`src/rtl/ro_pkg.sv`:
```
// Shared types and helpers for the ring-oscillator scan controller.
package ro_pkg;

  typedef enum logic [1:0] {
    IDLE,
    SETTLE,
    GATE,
    REPORT
  } ro_scan_state_t;

  // Index width that stays legal even for a single-entry bank.
  function automatic int unsigned clog2_min1(input int unsigned n);
    return (n <= 2) ? 1 : $clog2(n);
  endfunction

endpackage

```
`src/rtl/ro_edge_counter.sv`:
```
// Synchronizes one asynchronous oscillator output, detects rising edges and
// counts them into a saturating counter.
module ro_edge_counter #(
  parameter int unsigned CNT_W = 16
) (
  input  logic             clk,
  input  logic             rst,
  input  logic             clr,
  input  logic             cnt_en,
  input  logic             async_in,
  output logic [CNT_W-1:0] count
);

  logic             sync1_q;
  logic             sync2_q;
  logic             prev_q;
  logic [CNT_W-1:0] count_q;

  // The edge register keeps tracking while counting is off, so the first
  // enabled cycle compares against a real previous sample.
  always_ff @(posedge clk) begin
    if (rst) begin
      sync1_q <= 1'b0;
      sync2_q <= 1'b0;
      prev_q  <= 1'b0;
      count_q <= '0;
    end else begin
      sync1_q <= async_in;
      sync2_q <= sync1_q;
      prev_q  <= sync2_q;
      if (clr) begin
        count_q <= '0;
      end else if (cnt_en && sync2_q && !prev_q && (count_q != '1)) begin
        count_q <= count_q + CNT_W'(1);
      end
    end
  end

  assign count = count_q;

endmodule

```
`src/rtl/ro_scan_ctrl.sv`:
```
// Scans a ring-oscillator bank one channel at a time: settle, gate-count,
// report, and raise a sticky alarm on counts outside [thresh_lo, thresh_hi].
module ro_scan_ctrl
  import ro_pkg::*;
#(
  parameter int unsigned N_RO          = 4,
  parameter int unsigned CNT_W         = 16,
  parameter int unsigned GATE_CYCLES   = 1024,
  parameter int unsigned SETTLE_CYCLES = 16,
  localparam int unsigned IDX_W        = clog2_min1(N_RO)
) (
  input  logic             clk,
  input  logic             rst,
  input  logic             start,
  input  logic             continuous,
  input  logic             alarm_clr,
  input  logic [CNT_W-1:0] thresh_lo,
  input  logic [CNT_W-1:0] thresh_hi,
  input  logic [N_RO-1:0]  ro_in,
  output logic [N_RO-1:0]  ro_en,
  output logic             busy,
  output logic             result_valid,
  output logic [IDX_W-1:0] result_idx,
  output logic [CNT_W-1:0] result_count,
  output logic             alarm,
  output logic [IDX_W-1:0] alarm_idx
);

  localparam int unsigned MAXLEN = (GATE_CYCLES > SETTLE_CYCLES) ? GATE_CYCLES : SETTLE_CYCLES;
  localparam int unsigned PH_W   = $clog2(MAXLEN);

  ro_scan_state_t   state_q, state_d;
  logic [IDX_W-1:0] idx_q, idx_d;
  logic [PH_W-1:0]  ph_q, ph_d;
  logic [N_RO-1:0]  ro_en_q, ro_en_d;
  logic             busy_q;
  logic             result_valid_q;
  logic [IDX_W-1:0] result_idx_q;
  logic [CNT_W-1:0] result_count_q;
  logic             alarm_q;
  logic [IDX_W-1:0] alarm_idx_q;
  logic [CNT_W-1:0] count;
  logic             trip;

  ro_edge_counter #(
    .CNT_W (CNT_W)
  ) u_cnt (
    .clk      (clk),
    .rst      (rst),
    .clr      (state_q == SETTLE),
    .cnt_en   (state_q == GATE),
    .async_in (ro_in[idx_q]),
    .count    (count)
  );

  always_comb begin
    state_d = state_q;
    idx_d   = idx_q;
    ph_d    = ph_q;
    case (state_q)
      IDLE: begin
        if (start) begin
          state_d = SETTLE;
          idx_d   = '0;
          ph_d    = '0;
        end
      end
      SETTLE: begin
        if (ph_q == PH_W'(SETTLE_CYCLES - 1)) begin
          state_d = GATE;
          ph_d    = '0;
        end else begin
          ph_d = ph_q + PH_W'(1);
        end
      end
      GATE: begin
        if (ph_q == PH_W'(GATE_CYCLES - 1)) begin
          state_d = REPORT;
          ph_d    = '0;
        end else begin
          ph_d = ph_q + PH_W'(1);
        end
      end
      REPORT: begin
        ph_d = '0;
        if (idx_q == IDX_W'(N_RO - 1)) begin
          idx_d   = '0;
          state_d = continuous ? SETTLE : IDLE;
        end else begin
          idx_d   = idx_q + IDX_W'(1);
          state_d = SETTLE;
        end
      end
      default: state_d = IDLE;
    endcase
  end

  // Enables are decoded from the next state so the registered copy lines up
  // with the state the FSM is actually in.
  always_comb begin
    ro_en_d = '0;
    if ((state_d == SETTLE) || (state_d == GATE)) begin
      ro_en_d[idx_d] = 1'b1;
    end
  end

  assign trip = (count < thresh_lo) || (count > thresh_hi);

  always_ff @(posedge clk) begin
    if (rst) begin
      state_q        <= IDLE;
      idx_q          <= '0;
      ph_q           <= '0;
      ro_en_q        <= '0;
      busy_q         <= 1'b0;
      result_valid_q <= 1'b0;
      result_idx_q   <= '0;
      result_count_q <= '0;
      alarm_q        <= 1'b0;
      alarm_idx_q    <= '0;
    end else begin
      state_q        <= state_d;
      idx_q          <= idx_d;
      ph_q           <= ph_d;
      ro_en_q        <= ro_en_d;
      busy_q         <= (state_d != IDLE);
      result_valid_q <= (state_q == REPORT);
      if (state_q == REPORT) begin
        result_idx_q   <= idx_q;
        result_count_q <= count;
      end
      if ((state_q == REPORT) && trip) begin
        alarm_q <= 1'b1;
        if (!alarm_q) begin
          alarm_idx_q <= idx_q;
        end
      end else if (alarm_clr) begin
        alarm_q <= 1'b0;
      end
    end
  end

  assign ro_en        = ro_en_q;
  assign busy         = busy_q;
  assign result_valid = result_valid_q;
  assign result_idx   = result_idx_q;
  assign result_count = result_count_q;
  assign alarm        = alarm_q;
  assign alarm_idx    = alarm_idx_q;

endmodule

```
`config.mk`:
```
export PLATFORM = sky130hd
export DESIGN_NAME = ro_scan_ctrl
export DESIGN_NICKNAME = d
export VERILOG_FILES = /design/src/rtl/ro_pkg.sv /design/src/rtl/ro_edge_counter.sv /design/src/rtl/ro_scan_ctrl.sv
export SDC_FILE = /design/constraint.sdc
export NUM_CORES = 1
export LEC_CHECK = 0
export BUFFER_PORTS_ARGS = -buffer_cell sky130_fd_sc_hd__buf_2
export CAP_MARGIN = 15
export CORE_ASPECT_RATIO = 1.1
export CORE_MARGIN = 1
export CORE_UTILIZATION = 30
export CTS_CLUSTER_SIZE = 40
export DETAILED_ROUTE_END_ITERATION = 10
export GPL_TIMING_DRIVEN = 1
export PLACE_DENSITY_LB_ADDON = 0.3
export SYNTH_ARGS = -nofsm -noshare
export SYNTH_HDL_FRONTEND = slang
export SYNTH_HIERARCHICAL = 1
export SYNTH_SLANG_ARGS = --single-unit
```
`constraint.sdc`:
```
create_clock -name clk -period 2.25 [get_ports clk]
set_input_delay 0.1125 -clock clk [delete_from_list [all_inputs] [get_ports clk]]
set_output_delay 0.1125 -clock clk [all_outputs]
set_load 0.02 [all_outputs]
```
==> summary.md, run 1 <==
| Metric | Value |
|---|---|
| Max VDD drop | 0.3354 mV |
| Clock tree buffer depth | 2 |
| Syn_area_per_cell | 8.533 um2 |
| Avg WL per Cell | 14.02 um |
| Total GRT Usage | 15.77% |
| Syn Std Cell Area | 0.003498 mm2 |
| Worst-Margin Slew | 593.3 ps |
| Yosys top cell by area | dfxtp_1 |
| First-pass GRT wire length | 15.20 mm |
| Worst path cell trace | inv_1 > ha_1 > nand3b_4 > or4_4 > or4_1 > a21oi_1 |
| Relative slew slack | approximately 60% |
| Crit-path slowest cell | or4_4 |
| I/O Buffers | 67 |
| Design area | around 0.0045 mm2 |
| Setup Buffers After CTS | 0 |
| I/O pins | 68 |
| Hold_buf cts | 0 |
| Sw Share | 21.34% |
| Top_reg_cell synth | dfxtp_1 |
| Initial DRT Pass Iterations | 4 |
| Clock skew | ~8.2 ps |
| Syn_nets | 490 |
| CTS tree | built |
| Vias in the first global route | 3212 |
| Post-DP Area | 0.004138 mm2 |
| Cell variety after synth | between 50 and 60 |
| Startpoint Class | register |
| CP Buf/Inv Count | 1 |
| Total CTS buffers | 9 |
| Leakage | 0.002064 uW |
| NetSw | 606.9 uW |
| # fillers | 1163 |
| EDFF count, synth | 0 |
| RSZ-0062 raised after global routing | no |
| Largest net degree at the start of global routing | 33 |
| Congestion Overflow GR | 0 |
| # DRC | 0 |
| Hold Fails Final Rpt | 0 |
| Req. time, crit path | around 2500 ps |
| Gate Count Post-Synth | about 400 |
| Clk slew on worst S/H paths | 60 ps |
| Initial Util | 30.58% |
| Status | complete, no violations |
| Final Slew Violations | 0 |
| Die height | about 120 um |
| Setup ws final | 171.0 ps |
| Share of the synthesized area in the top cell type | 34.33% |
| Seq cells post-synth | 60 |
| Sequential power share | a little under two fifths |
| Non-Filler Instances | 655 |
| Fin crit share | 92.40% |
| Root buf cell | clkbuf_16 |
| Min Clock Period, post-route | 2079 ps |
| H-tree levels | 3 |
| F_max | 481.0 MHz |
| Core ar. | 0.01144 mm2 |
| Ant. Diodes | 0 |
| Placed cells | 639 |
| Setup crit end kind | register |
| Clk pwr share | 55.3% |
| Fin util | between 30% and 40% |
| DRT Wirelength | between 9 and 10 mm |
| Hold Path Class | in -> reg |
| Crit path max-delay family | simple AND/OR/NAND/NOR gates |
| Row cnt | 41 |
| CP max FO | 9 |
| Arrival @ worst endpoint | 2330 ps |
| Comb pwr share | ~6.8% |
| Synth cell count leaders | dfxtp_1 (60), nor2_1 (46), ha_1 (39) |
| Count leader, synth | dfxtp_1 |
| Pwr per Cell Area | between 600 and 700 mW/mm2 |
| Number of max-cap violations | 0 |
| DR iter-0 viols | around 110 |
| DIE AREA | 0.01210 mm2 |
| Number of nets in the layout | 580 |
| Layout cells sized above 1 | 23.37% |
| Total vias in the final route | 3261 |
| Clock net sink count | 60 |
| P_int | 2237 uW |
| Max stage delay on crit path | 600 ps |
| Routability cong. | 0.8379 |
| Fin Setup TNS | 0 ps |
| Cts repair resizes | 0 |
| Clock latency on the worst-skew pair | around 330 ps |
| Pre-CTS setup slack | 94.13 ps |
| WS Path Type | reg -> reg |
| Antenna viol nets, final | 0 |
| Top post-synthesis cells by area | dfxtp_1 (34%), ha_1 (14%), mux2i_1 (6.6%) |
| Ys Warns | 6 |
| Die width | roughly 100 um |
| Fraction of registers with async set/reset | 0% |
| Area Growth Syn to Fin | 28.04% |
| Final HPWL DP | ~7.1 mm |
| # setup viols final | 0 |
| Vias per cell | around 5 |
| Initial antenna violation count | 0 |
| Sequential area share after synthesis | 34.33% |
==> cells by family after synthesis <==
kind of cell             share of synthesized area, %
AND/OR/NAND/NOR                                 22.57
AO/OA/AOI/OAI                                   16.60
flip-flops                                      34.33
buffers and inverters                           4.829
adder cells (fa/ha/maj)                         13.95
multiplexers                                    7.225
XOR/XNOR                                       0.5008
==> power by group through the flow <==
stage / Sequential (uW) / Clock, uW / Combinational (uW)
2_1_floorplan: 1100 / 0 / 110
3_3_place_gp: 1100 / 0 / 185
3_5_place_dp: 1100 / 0 / 191
4_1_cts: 1080 / 1600 / 193
5_1_grt: 1080 / 1660 / 216
6_report: 1080 / 1570 / 192
==> stage by stage <==
stage / hold slack, ps / total power (uW)
2_1_floorplan: 184.1 / 1215
4_1_cts: 57.16 / 2875
6_report: 66.59 / 2843
3_5_place_dp: 398.0 / 1292
5_1_grt: 66.76 / 2953
3_3_place_gp: 389.1 / 1286
==> final cells by class <==
cell class	instances	area (um2)	area share, %
Sequential cell	60	1201	26.82
Timing Repair Buffer	86	478.0	10.67
Multi-Input combinational cell	305	2130	47.54
Inverter	38	142.6	3.184
Clock inverter	6	111.4	2.486
Tap cell	150	187.7	4.190
Clock buffer	10	229.0	5.112
==> state kept, by name, indices dropped and copies added, names as in the netlist <==
name           cells
u_cnt/prev_q       1
u_cnt/sync2_q      1
alarm_idx          2
ph_q              10
u_cnt/count       16
result_count      16
alarm              1
state_q            2
idx_q              2
result_valid       1
ro_en              4
u_cnt/sync1_q      1
busy               1
result_idx         2
==> routing by layer <==
| metal | part of all wire (%) | global-route usage, % | vias up |
|---|---|---|---|
| li1 | - | - | 1665 |
| met1 | 46 | 19.27 | 1498 |
| met2 | 47 | 27.37 | 82 |
| met3 | 4.0 | 3.345 | 16 |
| met4 | 2.2 | 5.915 | 0 |
| met5 | 0 | 0 | - |
==> layout by cell type (no fill, tap or decap), types with 2 or more instances in the layout <==
cell type / n
a41oi_1: 2
and3_2: 2
xnor2_1: 2
o31ai_1: 8
a41o_1: 3
nor4_1: 6
bufinv_16: 3
and4_1: 3
clkbuf_16: 9
o211ai_1: 2
buf_2: 67
o21ai_0: 25
a21o_1: 3
nand2_1: 30
or3_1: 5
dfxtp_1: 60
nor2b_1: 5
o21a_1: 2
and3_1: 4
or4_1: 3
a31oi_1: 4
buf_4: 19
a22oi_1: 2
nand4_1: 12
nand3b_1: 2
ha_1: 39
nor2_1: 46
nor3_1: 6
a21oi_1: 24
nand2b_1: 5
or2_2: 3
nand3_1: 11
mux2i_1: 23
inv_1: 38
==> path summary, 6_finish.rpt <==
check / from / to / slack [ps] / depth (start not counted)
max: state_q[0]$_SDFF_PP0_ / u_cnt/count[9]$_SDFFE_PP0P_ / 170 / 6
min: rst / ph_q[8]$_SDFFE_PP0P_ / 70 / 2
max reg2reg: state_q[0]$_SDFF_PP0_ / u_cnt/count[9]$_SDFFE_PP0P_ / 170 / 6
min reg2reg: u_cnt/sync1_q$_SDFF_PP0_ / u_cnt/sync2_q$_SDFF_PP0_ / 440 / 1
Power figures use the tool's default switching activity.
==> run 2: changes to the inputs <==
clock period = 1.9 ns   (was 2.25 ns; I/O delays follow)
==> summary.md, run 2 (synthesized netlist as in run 1, its figures left out) <==
| Metric | Value |
|---|---|
| Pwr per Cell Area | 659.3 mW/mm2 (+3.9%) |
| Startpoint Class | register |
| Pre-CTS setup slack | -144.9 ps (-239.1 ps) |
| DR iter-0 viols | 177 (+55%) |
| CTS tree | built |
| Initial Util | 30.58% (unchanged) |
| Largest net degree at the start of global routing | 23 (-30%) |
| Initial antenna violation count | 0 (unchanged) |
| Fin Setup TNS | -22.12 ps (-22.12 ps) |
| H-tree levels | 3 (unchanged) |
| Total vias in the final route | 3454 (+5.9%) |
| Area Growth Syn to Fin | 45.24% |
| Root buf cell | clkbuf_16 |
| Clock net sink count | 60 (unchanged) |
| Vias per cell | 4.984 (+0.11%) |
| I/O pins | 68 (unchanged) |
| CP max FO | 3 (-6) |
| Setup crit end kind | register |
| Relative slew slack | 74.71% (+15 points) |
| Min Clock Period, post-route | 1916 ps (-163.5 ps) |
| Congestion Overflow GR | 0 (unchanged) |
| Hold path cells | 3 (+1) |
| Clk slew on worst S/H paths | 50 ps (about the same) |
| Antenna viol nets, final | 0 (unchanged) |
| Worst-Margin Slew | 378.0 ps (-215.3 ps) |
| Status | finished with violations |
| Row cnt | 41 (unchanged) |
| F_max | 522.0 MHz (+8.5%) |
| First-pass GRT wire length | 15.81 mm (+4.0%) |
| Clock tree buffer depth | 2 (unchanged) |
| Setup ws final | -15.56 ps (-186.5 ps) |
| Die height | 115.3 um (unchanged) |
| Most frequent cells in the layout | buf_2 (67), buf_4 (55), nor2_1 (45), dfxtp_1 (45), inv_1 (36) |
| Initial DRT Pass Iterations | 4 (unchanged) |
| Hold Fails Final Rpt | 0 (unchanged) |
| Number of nets in the layout | 618 (+6.6%) |
| Non-Filler Instances | 693 (+5.8%) |
| Arrival @ worst endpoint | 2140 ps (-190 ps) |
| Clock skew | 5.590 ps (-2.658 ps) |
| DRT Wirelength | 9.850 mm (+7.3%) |
| Final Slew Violations | 0 (unchanged) |
| Placed cells | 672 (+5.2%) |
| Final HPWL DP | 7.204 mm (+1.3%) |
| WS Path Type | reg -> reg |
| Ant. Diodes | 0 (unchanged) |
| # DRC | 0 (unchanged) |
| Clock latency on the worst-skew pair | 330 ps (about the same) |
| Commonest non-fill, non-tap cell in the layout | buf_2 |
| Hold Path Class | in -> reg |
| Fin crit share | 100.8% (+8.4 points) |
| Leakage | 0.002275 uW (+10%) |
| Number of max-cap violations | 0 (unchanged) |
| DIE AREA | 0.01210 mm2 (unchanged) |
| RSZ-0062 raised after global routing | yes |
| Total GRT Usage | 16.47% (+0.70 points) |
| Req. time, crit path | 2120 ps (-380 ps) |
| Layout cells sized above 1 | 37.94% (+15 points) |
| Total CTS buffers | 9 (unchanged) |
| Worst-case reg-to-reg path depth | 7 (+1) |
| Max VDD drop | 0.5040 mV (+50%) |
| I/O Buffers | 67 (unchanged) |
| Routability cong. | 0.8671 (+3.5%) |
| Design area | 0.005081 mm2 (+13%) |
| Post-DP Area | 0.004410 mm2 (+6.6%) |
| # setup viols final | 2 (+2) |
| Die width | 105.0 um (unchanged) |
| Vias in the first global route | 3311 (+3.1%) |
| Failing checks | negative setup slack |
| Avg WL per Cell | 14.21 um (+1.4%) |
| Core ar. | 0.01144 mm2 (unchanged) |
## run 2: critical path, stage by stage (launching register included)
cell and delay, ps:
dfxtp_2 330, ha_1 270, nand4_1 180, nor2_1 70, a221o_1 330, o31ai_4 330, nand2_1 90, a22o_1 200
## run 2: per-layer routing
metal | part of all wire, % | global-route usage (%) | vias up
li1 | - | - | 1739
met1 | 46 | 20.69 | 1633
met2 | 50 | 29.05 | 74
met3 | 4.0 | 2.948 | 8
met4 | 0.66 | 4.507 | 0
met5 | 0 | 0 | -
## run 2: repair_timing
action                                 CTS  global route
endpoints found under the hold margin    0             0
pin swaps                               20            10
setup buffers                            3             2
setup endpoints to repair               11            21
gates resized for setup                 33            28
hold buffers                             0             0
## run 2: area by class of cell
class                      count  area (um2)
clock buffer                  10       239.0
clock inverter                 6       86.33
fill                        1116        6359
inverter                      38       142.6
multi-input combinational    305        2432
sequential                    60        1222
tap                          150       187.7
timing repair buffer         124       770.7
## run 2: final timing paths
check,startpoint,endpoint,slack [ps]
worst min register to register,u_cnt/sync1_q$_SDFF_PP0_,u_cnt/sync2_q$_SDFF_PP0_,430
worst min-delay path,alarm_clr,alarm$_SDFFE_PP0P_,110
worst max-delay path,u_cnt/count[8]$_SDFFE_PP0P_,alarm$_SDFFE_PP0P_,-20
worst max register to register,u_cnt/count[8]$_SDFFE_PP0P_,alarm$_SDFFE_PP0P_,-20
## run 2: metrics by stage
step                      util (%)  total power [uW]  hold slack [ps]
final                        44.42              3350            111.6
after global routing         44.42              3493            115.2
after global placement       38.55              1547            422.3
after floorplan                  -              1441            166.6
after detailed placement     38.55              1551            424.3
after CTS                    43.45              3351            104.3
## run 2: power breakdown
| part | internal, uW | total, uW | switching [uW] | leakage [uW] |
|---|---|---|---|---|
| sequential | 1270 | 1270 | 5.58 | 0.000492 |
| clock | 1180 | 1770 | 592 | 0.000159 |
| combinational | 142 | 302 | 159 | 0.00162 |
| total | 2590 | 3350 | 757 | 0.00228 |
